===== src/rtl/pwm_div_multi.sv =====
// pwm_div_multi: multi-channel programmable clock divider / PWM generator.
// One shared period counter drives CH outputs. Each output has its own
// CNT_W-bit duty threshold. Period and duty values are written into shadow
// registers. They move to the active set only at a period boundary, or
// at any time while the block is disabled, so that outputs never glitch.
//
// Optional feature: define PWM_CENTER_EN to get center-aligned (up/down)
// counting. The mode is selected at run time by cfg_center, which is
// captured with the shadow values.
//
// Ports:
//   clk         system clock, rising edge
//   rst         asynchronous reset, active low
//   en          1 = run; 0 = counter held at 0 and outputs low
//   cfg_wr      one-cycle strobe that captures cfg_period/cfg_duty/cfg_center
//   cfg_period  terminal count P; the edge-aligned period is P+1 cycles
//   cfg_duty    duty for channel i at bits [i*CNT_W +: CNT_W]
//   cfg_center  center-aligned request (used only with PWM_CENTER_EN)
//   cfg_pend    the shadow holds values that are not yet applied
//   tc          registered one-cycle pulse, once per period
//   pwm         registered PWM outputs
module pwm_div_multi #(
    parameter int CNT_W      = 8,
    parameter int CH         = 4,
    parameter int DEF_PERIOD = 4
) (
    input  logic                  clk,
    input  logic                  rst,
    input  logic                  en,
    input  logic                  cfg_wr,
    input  logic [CNT_W-1:0]      cfg_period,
    input  logic [CH*CNT_W-1:0]   cfg_duty,
    input  logic                  cfg_center,
    output logic                  cfg_pend,
    output logic                  tc,
    output logic [CH-1:0]         pwm
);

    localparam logic [CNT_W-1:0] DEF_P = CNT_W'(DEF_PERIOD);

    logic [CNT_W-1:0]    cnt_q, cnt_d;
    logic [CNT_W-1:0]    per_act_q, per_act_d;
    logic [CNT_W-1:0]    per_sh_q, per_sh_d;
    logic [CH*CNT_W-1:0] duty_act_q, duty_act_d;
    logic [CH*CNT_W-1:0] duty_sh_q, duty_sh_d;
    logic                pend_q, pend_d;
    logic                tc_q, tc_d;
    logic [CH-1:0]       pwm_q, pwm_d;
    logic                terminal;
    logic                xfer;

`ifdef PWM_CENTER_EN
    logic mode_act_q, mode_act_d;
    logic mode_sh_q, mode_sh_d;
    logic dir_down_q, dir_down_d;
    logic center_act;
`else
    logic center_unused;
    assign center_unused = cfg_center;
`endif

    always_comb begin
        per_act_d  = per_act_q;
        per_sh_d   = per_sh_q;
        duty_act_d = duty_act_q;
        duty_sh_d  = duty_sh_q;
        pend_d     = pend_q;
        cnt_d      = '0;
`ifdef PWM_CENTER_EN
        mode_act_d = mode_act_q;
        mode_sh_d  = mode_sh_q;
        dir_down_d = 1'b0;
        // P_act=0 has no up/down range, so it falls back to edge counting.
        center_act = mode_act_q && (per_act_q != '0);
        terminal   = center_act ? (dir_down_q && (cnt_q == '0))
                                : (cnt_q == per_act_q);
`else
        terminal   = (cnt_q == per_act_q);
`endif
        // While disabled, shadow values pass through to the active set every cycle.
        xfer = en ? terminal : 1'b1;

        if (xfer) begin
            if (cfg_wr) begin
                per_act_d  = cfg_period;
                duty_act_d = cfg_duty;
                per_sh_d   = cfg_period;
                duty_sh_d  = cfg_duty;
`ifdef PWM_CENTER_EN
                mode_act_d = cfg_center;
                mode_sh_d  = cfg_center;
`endif
            end else begin
                per_act_d  = per_sh_q;
                duty_act_d = duty_sh_q;
`ifdef PWM_CENTER_EN
                mode_act_d = mode_sh_q;
`endif
            end
            pend_d = 1'b0;
        end else if (cfg_wr) begin
            per_sh_d  = cfg_period;
            duty_sh_d = cfg_duty;
`ifdef PWM_CENTER_EN
            mode_sh_d = cfg_center;
`endif
            pend_d    = 1'b1;
        end

        if (en) begin
`ifdef PWM_CENTER_EN
            if (center_act) begin
                if (terminal) begin
                    // Count 0 was already spent on the way down. Restart at 1
                    // only while the next period is center-aligned as well.
                    cnt_d = (mode_act_d && (per_act_d != '0)) ? CNT_W'(1) : '0;
                end else if (!dir_down_q && (cnt_q == per_act_q)) begin
                    cnt_d      = cnt_q - 1'b1;
                    dir_down_d = 1'b1;
                end else if (dir_down_q) begin
                    cnt_d      = cnt_q - 1'b1;
                    dir_down_d = 1'b1;
                end else begin
                    cnt_d = cnt_q + 1'b1;
                end
            end else begin
                cnt_d = terminal ? '0 : cnt_q + 1'b1;
            end
`else
            cnt_d = terminal ? '0 : cnt_q + 1'b1;
`endif
        end

        tc_d = en & terminal;
        for (int i = 0; i < CH; i++) begin
            pwm_d[i] = en & (cnt_q < duty_act_q[i*CNT_W +: CNT_W]);
        end
    end

    always_ff @(posedge clk or negedge rst) begin
        if (!rst) begin
            cnt_q      <= '0;
            per_act_q  <= DEF_P;
            per_sh_q   <= DEF_P;
            duty_act_q <= '0;
            duty_sh_q  <= '0;
            pend_q     <= 1'b0;
            tc_q       <= 1'b0;
            pwm_q      <= '0;
`ifdef PWM_CENTER_EN
            mode_act_q <= 1'b0;
            mode_sh_q  <= 1'b0;
            dir_down_q <= 1'b0;
`endif
        end else begin
            cnt_q      <= cnt_d;
            per_act_q  <= per_act_d;
            per_sh_q   <= per_sh_d;
            duty_act_q <= duty_act_d;
            duty_sh_q  <= duty_sh_d;
            pend_q     <= pend_d;
            tc_q       <= tc_d;
            pwm_q      <= pwm_d;
`ifdef PWM_CENTER_EN
            mode_act_q <= mode_act_d;
            mode_sh_q  <= mode_sh_d;
            dir_down_q <= dir_down_d;
`endif
        end
    end

    assign cfg_pend = pend_q;
    assign tc       = tc_q;
    assign pwm      = pwm_q;

endmodule


===== config.mk =====
export PLATFORM = sky130hd
export DESIGN_NAME = pwm_div_multi
export DESIGN_NICKNAME = d
export VERILOG_FILES = /design/src/rtl/pwm_div_multi.sv
export SDC_FILE = /design/constraint.sdc
export NUM_CORES = 1
export LEC_CHECK = 0
export CELL_PAD_IN_SITES_DETAIL_PLACEMENT = 2
export CELL_PAD_IN_SITES_GLOBAL_PLACEMENT = 2
export CORE_ASPECT_RATIO = 0.7
export CORE_MARGIN = 8
export CORE_UTILIZATION = 39
export CTS_CLUSTER_SIZE = 25
export DETAILED_ROUTE_END_ITERATION = 10
export PLACE_DENSITY = 0.84
export SLEW_MARGIN = 20
export SYNTH_ARGS = -nofsm -noshare
export SYNTH_HDL_FRONTEND = slang
export SYNTH_SLANG_ARGS = --single-unit

===== constraint.sdc =====
create_clock -name clk -period 2.46 [get_ports clk]
set_clock_uncertainty 0.1 [all_clocks]
set_input_delay 0.492 -clock clk [delete_from_list [all_inputs] [get_ports clk]]
set_output_delay 0.492 -clock clk [all_outputs]
set_load 0.02 [all_outputs]

# Word level (Yosys, flattened, before mapping)
# Cells that the tools add are included.
# op_classes
add_sub_neg	1
order_cmp	4
n_eq_ne	1
n_mux	7
bitwise_logic	5
n_reduce_logical	1
# ops
operator	n
$lt A8 B8 Y1	4
$mux W32	1
$mux W8	3
$add A8 B1 Y8 const B	1
$eq A8 B8 Y1	1
$and A1 B1 Y1	5
$mux W1	3
$reduce_bool A2 Y1	1
# word_totals
reg_bits	94
input_bits	45
out_inout_bits	6
word_cells	27

# Longest topological paths before layout
# logic_depth
ltp_word	3
mapped_depth	6
depth_no_buf	6

# Worst setup path after synthesis
# Ideal clock, no wire load.
# synth_path
kind	register to register
start	register cnt_q[4]
end	register per_act_q[2]
setup_ns	0.082
arrival_ns	1.541
t_required_ns	2.278
slack_ns	0.737
stages_incl_launch_ff	7
n_path_buf	2
period_less_slack_ns	1.723
path_cell_list	dfrtp_1 xnor2_1 nand4_1 o21ai_2 buf_6 buf_6 mux2_4
# synth_between
elab_chain_cells	2
# synth_lines
item	line_no	rtl
start, declared	41	logic [CNT_W-1:0] cnt_q, cnt_d;
start signal, assigned	156	cnt_q <= cnt_d;
$eq A8 B8 Y1	78	terminal = (cnt_q == per_act_q);
$mux W1	81	xfer = en ? terminal : 1'b1;
end signal, assigned	157	per_act_q <= per_act_d;
end, declared	42	logic [CNT_W-1:0] per_act_q, per_act_d;
# No other way between the ends.
# A chain may end at the register's enable or synchronous reset.

# Final worst setup path
# layout_path
start	register cnt_q[4]
end	register duty_act_q[28]
# layout_between
elab_chain_cells	2
# layout_lines
item	line_no	rtl
$eq A8 B8 Y1	78	
$mux W1	81	
end signal, assigned	159	duty_act_q <= duty_act_d;
end, declared	44	logic [CH*CNT_W-1:0] duty_act_q, duty_act_d;
# No other way between the ends.

==> flow_summary.json <==
{
  "status": "finished, final reports clean",
  "drc_errors": 0,
  "cp-start-kind": "flop",
  "grt_pass1_vias": 3194,
  "synth_top_family_by_area": "multiplexers",
  "synth-simple-area-share_pct": 4.94,
  "routedWlPerCell_um": 18.7,
  "drt_iter0_markers": 56,
  "n_fill_cell": 1041,
  "cts_max_path_buffers": 2,
  "p_leak_nw": 2.42,
  "synthDistinctLibCells": 26,
  "synth-main-ff-cell": "dfrtp_1",
  "layout_commonest_cell": "dfrtp_1",
  "crit_arrival_ns": 2.33,
  "synth_compound_area_share_pct": 3.27,
  "clock_sinks": 94,
  "rr_worst_depth": 5,
  "die_h_um": 104,
  "fin_ws_ns": 0.253,
  "place_congestion": 0.702,
  "hold_viol": 0,
  "power.density_nw_per_um2": 706,
  "worstPathMaxFanout": 23,
  "dp.final_hpwl_um": 7040,
  "syn_nets": 391,
  "cts_tree": "yes",
  "instances_no_fill": 533,
  "grt_usage_pct": 14.8,
  "max_freq_ghz": 0.453,
  "worst_pin_slew_ns": 0.532,
  "io_buffers": 49,
  "clk_pin_slew_worst_paths_ns": 0.06,
  "drt-total-wl_um": 9980,
  "antenna_found_initial": 0,
  "cp-end-kind": "flop",
  "diodes": 0,
  "synthCells": 317,
  "vias_per_cell": 4.89,
  "ys_ff_latch": 94,
  "crit_path_top_delay_cell": "dfrtp_1",
  "dp_slack_ns": 0.238,
  "ys_warn_count": 0,
  "post-route-period-util_pct": 89.7,
  "grt_overflow_total": 0,
  "holdBufCountCts": 0,
  "grt_max_degree": 42,
  "die_area_um2": 14600,
  "syn-mean-instance-area_um2": 13.5,
  "grt_pass1_wl_um": 16800,
  "die_w_um": 141,
  "num_vias": 2605,
  "min_path_type": "primary input to async pin",
  "ir_drop_v": 0.000377,
  "cts_setup_buffers": 0,
  "synthAdderAreaFrac_pct": 8.47,
  "clock_latency_ns": 0.34,
  "path_cells": "xnor2_1 > nand4_1 > o21ai_4 > buf_4 > mux2_2",
  "cts_root_buf": "clkbuf_16",
  "synthXorXnorAreaFrac_pct": 2.86,
  "async_flop_share_pct": 100,
  "firstDrtPassIters": 4,
  "syn_to_final_growth_pct": 23.2,
  "cts_inserted_buffers": 9,
  "cap_violations": 0,
  "synth_mux_area_share_pct": 21.1,
  "cts_max_level": 3,
  "ant_nets": 0,
  "min_period_ns": 2.21,
  "ios": 51,
  "post_cts_resized": 0,
  "coreArea_um2": 10900,
  "slew_viol_final": 0,
  "place_inst": 518,
  "final_cell_mix": "92 x dfrtp_1, 79 x mux2_2, 47 x clkdlybuf4s50_1, 31 x inv_1, 29 x ha_1",
  "critPathRequiredTime_ns": 2.58,
  "ys_seq_area_share_pct": 55.0,
  "rsz0062_at_grt": "false",
  "drive_gt1_share_pct": 28.7,
  "crit_type": "flop to flop",
  "slowest_delay_ns": 0.60,
  "rows": 32,
  "synth_edf_count": 0,
  "final.setup.tns_ns": 0,
  "initial_utilization_pct": 39.5,
  "syn_area_um2": 4280,
  "slew_headroom_pct": 64.5,
  "layout.nets": 450,
  "setup_viol_count_final": 0
}
critical path: cells and delay by family, from the launching register on:
kind                   cells  cell delay (ns)
AO/OA/AOI/OAI              1             0.24
XOR/XNOR                   1             0.18
flip-flops                 1             0.60
AND/OR/NAND/NOR            1             0.21
buffers and inverters      1             0.36
multiplexers               1             0.39
power breakdown:
part	internal, mW	leakage [nW]	switching [mW]
Combinational	0.332	1.17	0.274
Sequential	1.73	1.12	0.0908
Clock	0.729	0.137	0.570
Total	2.79	2.42	0.935
sequential cells by signal (all words and copies together) (netlist names):
register    cells
per_act_q       8
cnt_q           8
pwm             4
tc              1
duty_sh_q      32
per_sh_q        8
duty_act_q     32
cfg_pend        1
cell type report:
| class | instances | area [um^2] | area share, % |
|---|---|---|---|
| inverters | 31 | 116 | 2.21 |
| clock inverters | 4 | 22.5 | 0.427 |
| repair buffers | 58 | 588 | 11.1 |
| flip-flops and latches | 94 | 2350 | 44.6 |
| multi-input cells | 182 | 1750 | 33.2 |
| well taps | 153 | 191 | 3.63 |
| clock buffers | 11 | 253 | 4.79 |
final timing paths:
path | slack [ns] | end | start
min in group clk | 0.40 | duty_sh_q[2] | duty_sh_q[2]
worst max-delay path | 0.25 | duty_act_q[28] | cnt_q[4]
worst max register to register | 0.25 | duty_act_q[28] | cnt_q[4]
worst min register to register | 0.40 | duty_sh_q[2] | duty_sh_q[2]
max in group asynchronous | 1.57 | per_act_q[2] | rst
worst min-delay path | 0.03 | duty_act_q[2] | rst
cell families (layout without fill, tap and decap cells):
kind of cell | Yosys count | after routing
flops | 94 | 94
compound gates | 19 | 19
xor+xnor | 14 | 14
simple gates | 40 | 40
buf+inv | 41 | 104
mux | 80 | 80
fa+ha+maj | 29 | 29
synthesized netlist by cell type (3+ instances only):
cell type | number | area, um^2
buf_2 | 4 | 20.0
nand2b_1 | 4 | 25.0
xor2_1 | 4 | 35.0
nand3_1 | 4 | 20.0
mux2_2 | 79 | 890
inv_1 | 31 | 116
nand3b_1 | 3 | 22.5
a211oi_1 | 6 | 45.0
dfrtp_1 | 92 | 2300
nor2_1 | 13 | 48.8
ha_1 | 29 | 363
nand4_1 | 9 | 56.3
xnor2_1 | 10 | 87.6
nor3_1 | 4 | 20.0
buf_4 | 3 | 22.5
a21o_1 | 8 | 60.1
through the flow:
step           hold slack, ns  power, mW  area, um^2  utilization [%]
2_1_floorplan          0.0964       2.20        4280                -
3_3_place_gp            0.380       2.39        5000             46.1
3_5_place_dp            0.383       2.46        5000             46.1
4_1_cts                0.0354       3.79        5280             48.6
5_1_grt                0.0500       3.92        5280             48.6
6_report               0.0311       3.72        5280             48.6
metal layers:
| metal | GRT usage, % | vias to the layer above | part of all wire [%] |
|---|---|---|---|
| met5 | 0 | - | 0 |
| li1 | - | 1206 | - |
| met4 | 4.59 | 0 | 1.2 |
| met2 | 25.5 | 41 | 51 |
| met1 | 17.2 | 1348 | 44 |
| met3 | 4.49 | 10 | 4.3 |
No activity file was read; power rests on OpenSTA's default activity.
